[src/rtl/branch_history_table.sv]
// branch_history_table
//   Direction predictor made of NR_ENTRIES two-bit saturating counters.
//   The entries form ROWS rows by INSTR_PER_FETCH columns. The row is picked
//   by fetch-block PC bits and the column by the instruction slot. The
//   predictor returns one prediction per slot of the current fetch block.
//   Resolved conditional branches train it. There are no tags, so PCs that
//   share the index bits also share an entry.
//
// Ports
//   clk_i          core clock
//   rst_ni         asynchronous active-low reset (clears all entries)
//   flush_bp_i     synchronous clear of all predictor state; wins over update
//   debug_mode_i   suppresses training while the core is in debug mode
//   vpc_i          virtual PC of the current fetch block (prediction read)
//   update_valid_i single-cycle pulse: a resolved branch is presented
//   update_pc_i    PC of the resolved branch
//   update_taken_i resolved direction (1 = taken)
//   pred_valid_o   per slot: entry has been trained
//   pred_taken_o   per slot: predicted taken (valid & counter MSB)
//
// INSTR_PER_FETCH is assumed to be at least 2, so that the column field is
// non-empty.

module branch_history_table #(
    parameter int unsigned XLEN            = 64,
    parameter int unsigned NR_ENTRIES      = 128,
    parameter int unsigned INSTR_PER_FETCH = 2
) (
    input  logic                       clk_i,
    input  logic                       rst_ni,
    input  logic                       flush_bp_i,
    input  logic                       debug_mode_i,
    input  logic [XLEN-1:0]            vpc_i,
    input  logic                       update_valid_i,
    input  logic [XLEN-1:0]            update_pc_i,
    input  logic                       update_taken_i,
    output logic [INSTR_PER_FETCH-1:0] pred_valid_o,
    output logic [INSTR_PER_FETCH-1:0] pred_taken_o
);

    localparam int unsigned ROWS    = NR_ENTRIES / INSTR_PER_FETCH;
    localparam int unsigned OFS     = $clog2(INSTR_PER_FETCH);
    localparam int unsigned IDX     = $clog2(ROWS);
    localparam int unsigned ENTRY_W = OFS + IDX;

    // Saturating counter step: never wraps past 0 or 3.
    function automatic logic [1:0] sat_step(input logic [1:0] cnt, input logic taken);
        logic [1:0] res;
        if (taken) begin
            res = (cnt == 2'd3) ? 2'd3 : cnt + 2'd1;
        end else begin
            res = (cnt == 2'd0) ? 2'd0 : cnt - 2'd1;
        end
        return res;
    endfunction

    // Flat storage: entry index = {row, column} = pc[1 +: ENTRY_W].
    logic [NR_ENTRIES-1:0]      valid_r;
    logic [NR_ENTRIES-1:0][1:0] cnt_r;

    logic                 upd_en_s;
    logic [ENTRY_W-1:0]   upd_idx_s;
    logic [1:0]           upd_cnt_s;
    logic [IDX-1:0]       rd_row_s;
    logic                 unused_s;

    // The MSBs and bit 0 of both PCs are deliberately ignored (aliasing intended).
    assign unused_s = ^{vpc_i, update_pc_i};

    assign upd_en_s  = update_valid_i & ~debug_mode_i & ~flush_bp_i;
    assign upd_idx_s = update_pc_i[1 +: ENTRY_W];
    assign rd_row_s  = vpc_i[1 + OFS +: IDX];

    // New counter value for the trained entry: first training lands in a weak state.
    always_comb begin
        upd_cnt_s = 2'd0;
        if (valid_r[upd_idx_s]) begin
            upd_cnt_s = sat_step(cnt_r[upd_idx_s], update_taken_i);
        end else begin
            upd_cnt_s = update_taken_i ? 2'd2 : 2'd1;
        end
    end

    // Predictor state: async reset, flush clear, or a single-entry write.
    always_ff @(posedge clk_i or negedge rst_ni) begin
        if (!rst_ni) begin
            valid_r <= '0;
            cnt_r   <= '0;
        end else if (flush_bp_i) begin
            valid_r <= '0;
            cnt_r   <= '0;
        end else if (upd_en_s) begin
            valid_r[upd_idx_s] <= 1'b1;
            cnt_r[upd_idx_s]   <= upd_cnt_s;
        end else begin
            valid_r <= valid_r;
            cnt_r   <= cnt_r;
        end
    end

    // Zero-latency read of the addressed row; there is no bypass of a same-cycle write.
    for (genvar i = 0; i < INSTR_PER_FETCH; i++) begin : g_slot
        localparam logic [OFS-1:0] COL = OFS'(i);
        logic [ENTRY_W-1:0] rd_idx_s;
        assign rd_idx_s        = {rd_row_s, COL};
        assign pred_valid_o[i] = valid_r[rd_idx_s];
        assign pred_taken_o[i] = valid_r[rd_idx_s] & cnt_r[rd_idx_s][1];
    end

endmodule

[config.mk]
export PLATFORM = sky130hd
export DESIGN_NAME = branch_history_table
export DESIGN_NICKNAME = d
export VERILOG_FILES = /design/src/rtl/branch_history_table.sv
export SDC_FILE = /design/constraint.sdc
export NUM_CORES = 1
export LEC_CHECK = 0
export CORE_ASPECT_RATIO = 0.5
export CORE_UTILIZATION = 53
export CTS_CLUSTER_DIAMETER = 150
export CTS_CLUSTER_SIZE = 10
export DETAILED_ROUTE_END_ITERATION = 10
export PLACE_DENSITY = 0.82
export SYNTH_ARGS = -nofsm -noshare
export SYNTH_HDL_FRONTEND = slang
export SYNTH_SLANG_ARGS = --single-unit
[constraint.sdc]
create_clock -name clk_i -period 11.1 [get_ports clk_i]
set_clock_uncertainty 0.1 [all_clocks]
set_input_delay 2.22 -clock clk_i [delete_from_list [all_inputs] [get_ports clk_i]]
set_output_delay 2.22 -clock clk_i [all_outputs]
set_load 0.05 [all_outputs]
==> results.yml <==
status:
  outcome: "finished clean"
worst_setup_path:
  crit_chain: "buf_4 -> buf_4 -> mux4_2 -> mux4_2 -> mux4_2 -> and2_1 -> clkdlybuf4s50_1"
  cp_top_family: "buffers and inverters"
  endpoint_kind: "output pin"
  cp.arrival_ns: 6.07
  slowest_stage: "buf_4"
  path_common_cell: "mux4_2"
  slowest_delay_ns: 0.72
  reg2reg_from: "cnt_r[138]"
  crit_buf_inv: 3
  start_kind: "input pin"
  crit_fanout: 44
  worstSetupPathType: "input pin to output pin"
  setup.worst_path.start: "vpc_i[2]"
  cp.required_ns: 8.78
clock_network:
  cts_max_level: 2
  root_buffer: "clkbuf_16"
  clock_sinks: 384
  clk_pin_slew_ns: 0.05
  cts_tree: "built"
  clk_latency_ns: 0.58
  cts_buffer_depth: 3
  cts_buffers: 44
  post-cts-setup-buffer-count: 0
  ctsHoldBuffers: 0
  cts-resized-gates: 0
global_route:
  grt_pass1_vias: 19461
  grt.overflow.total: 0
  grt_usage_pct: 33.31
  grt_max_degree: 163
  grt_first_pass_wirelength_um: 115900
  antenna_found_initial: 3
drt:
  num_vias: 20142
  antenna_left: 0
  drt_iter0_drc: 3309
  wire_per_inst_um: 27.76
  post-route-drc-count: 0
  wirelength_um: 74620
  first_pass_iters: 7
  viasPerCell: 7.493
logic_synthesis:
  synth_edf_count: 0
  seq_area_frac_synth_pct: 41.11
  async_reset_ff_share_pct: 100.0
  ys_seq_elements: 384
  ys_types: 56
  synthFlopType: "dfrtp_1"
  postSynthAreaPerCell_sq_um: 10.46
  yosys_warnings: 0
  syn_nets: 2369
  syn_area_sq_um: 23370
  syn_inst: 2235
sta:
  rsz0062_at_grt: "false"
  finalSetupViolations: 0
  fin_crit_ns: 8.388
  tightest_slew_ns: 1.406
  final.setup.tns_ns: 0
  worst_slack_ns: 2.712
  final_max_slew_viol_count: 0
  clock.fmax_ghz: 0.1192
  slew_headroom_pct: 6.296
  fin_crit_sh_pct: 75.57
  finalHoldViolations: 0
layout:
  fin_nets: 2242
  final_area_sq_um: 24690
  fillers: 3377
  areaGrowthSynthToFinish_pct: 5.647
  drive_gt1_share_pct: 22.33
placement:
  place.gp.congestion: 0.9849
  post_dp_cell_area_sq_um: 23560
  io_buffer_count: 22
  hpwlAfterDp_um: 44540
  pre_cts_slack_ns: 2.736
pwr:
  p_per_area_nw_per_um2: 123.7
  p_leak_nw: 9.175
  irDropWorstVdd_uv: 98.41
floorplanning:
  num_rows: 53
  start_util_pct: 54.73
  design.core.area_sq_um: 42710
  die_w_um: 299.0
  die_area_sq_um: 45000
  ios: 138
  die_h_um: 150.5
min_path:
  hold_path.class: "flop to flop"
  min-delay-start: "valid_r[14]"
job:
  cap_violations: 0
cell usage in the layout, fill, tap and decap left out, types with 4 or more instances in the layout:
cell and instances:
a211oi_1 7, a21oi_1 30, a221o_1 8, a221oi_1 11
a22oi_1 11, a311oi_1 21, a311oi_2 93, a31oi_1 24
and2_1 4, buf_4 38, clkbuf_16 44, clkdlybuf4s50_1 15
dfrtp_1 384, inv_1 4, mux2_2 12, mux2i_1 51
mux4_2 132, nand2_1 165, nand2b_1 9, nand3_1 7
nor2_1 516, nor2b_1 15, nor3_1 12, o2111ai_1 129
o211ai_1 129, o21ai_0 14, o21bai_1 18, o221ai_1 11
o22ai_1 7, o2bb2ai_1 5, or3b_2 128
cell type report:
type	count	area, sq um	area share (%)
Tap cell	577	721.9	2.923
Timing Repair Buffer	61	546.8	2.214
Inverter	4	15.01	0.06080
Clock buffer	44	1101	4.459
Multi-Input combinational cell	1613	12660	51.27
Antenna cell	2	5.005	0.02027
Sequential cell	384	9609	38.91
Clock inverter	3	33.78	0.1368
power by group:
| part | switching [W] | internal [W] |
|---|---|---|
| sequential | 0.00000220 | 0.00140 |
| combinational | 0.000308 | 0.0000701 |
| clock | 0.000572 | 0.000700 |
registers in the layout, summed over array words and instances (netlist names):
signal   cells
cnt_r      256
valid_r    128
per-stage QoR:
step / power (W) / utilization, % / instances / hold slack, ns
global route: 0.003116 / 57.81 / 2686 / 0.4262
detailed placement: 0.001792 / 55.16 / 2639 / 0.4030
finish: 0.003055 / 57.83 / 2688 / 0.4172
floorplan: 0.001676 / - / 2235 / 0.3752
global placement: 0.001790 / 55.16 / 2639 / 0.3916
CTS: 0.003034 / 57.81 / 2686 / 0.4152
worst paths after layout:
check | end | slack [ns] | depth (start not counted)
max in group asynchronous | cnt_r[150] | 6.95 | 3
setup / recovery | pred_taken_o[0] | 2.71 | 7
setup reg to reg | cnt_r[159] | 6.15 | 8
hold reg to reg | valid_r[14] | 0.42 | 2
hold / removal | valid_r[14] | 0.42 | 2
min in group asynchronous | valid_r[112] | 1.68 | 1
worst reg2reg max path: cells and delay by family, from the launching register on:
kind / cells / cell delay (ns)
flops: 1 / 0.38
buf+inv: 1 / 0.89
compound gates: 4 / 1.17
simple gates: 2 / 1.76
mux: 1 / 0.48
cells by family (layout without fill, tap and decap cells):
logic type	after synthesis	after routing	share of synthesized area (%)
DFF	384	384	41.11
buffers and inverters	238	112	5.048
and+or+nand+nor	878	878	17.54
other	0	2	0
AOI/OAI and AO/OA	539	539	20.78
muxes	196	196	15.53
metal layers:
metal  vias to the layer above  routed length (um)  global-route usage, %
li1                       8244                   -                      -
met1                      9945               27100                  43.71
met2                      1587               31980                  48.88
met3                       360               11420                  12.73
met4                         6                3975                  15.26
met5                         -                 133                  1.515
Yosys cell counts (3+ instances only):
library cell  number  area, sq um
nor2_1           518         1944
dfrtp_1          384         9609
nand2_1          165        619.3
mux4_2           132         2973
o2111ai_1        129         1130
o211ai_1         129        968.4
or3b_2           128         1121
clkbuf_1         123        461.7
a311oi_2          93         1396
buf_2             55        275.3
mux2i_1           51        510.5
a21oi_1           30        150.1
a31oi_1           24        150.1
a311oi_1          21        183.9
buf_6             21        236.5
buf_1             19        71.32
o21bai_1          19        142.6
buf_4             16        120.1
nor2b_1           16        100.1
o21ai_0           14        70.07
mux2_2            12        135.1
nor3_1            12        60.06
a221oi_1          11        96.34
a22oi_1           11        82.58
o221ai_1          11        96.34
nand2b_1           9        56.30
a221o_1            8        80.08
nand3_1            8        40.04
a211oi_1           7        52.55
o22ai_1            7        43.79
o2bb2ai_1          5        43.79
and2_1             4        25.02
inv_1              4        15.01
o31ai_1            4        30.03
and2_0             3        18.77
and3b_1            3        26.28
Power figures use the tool's default switching activity.
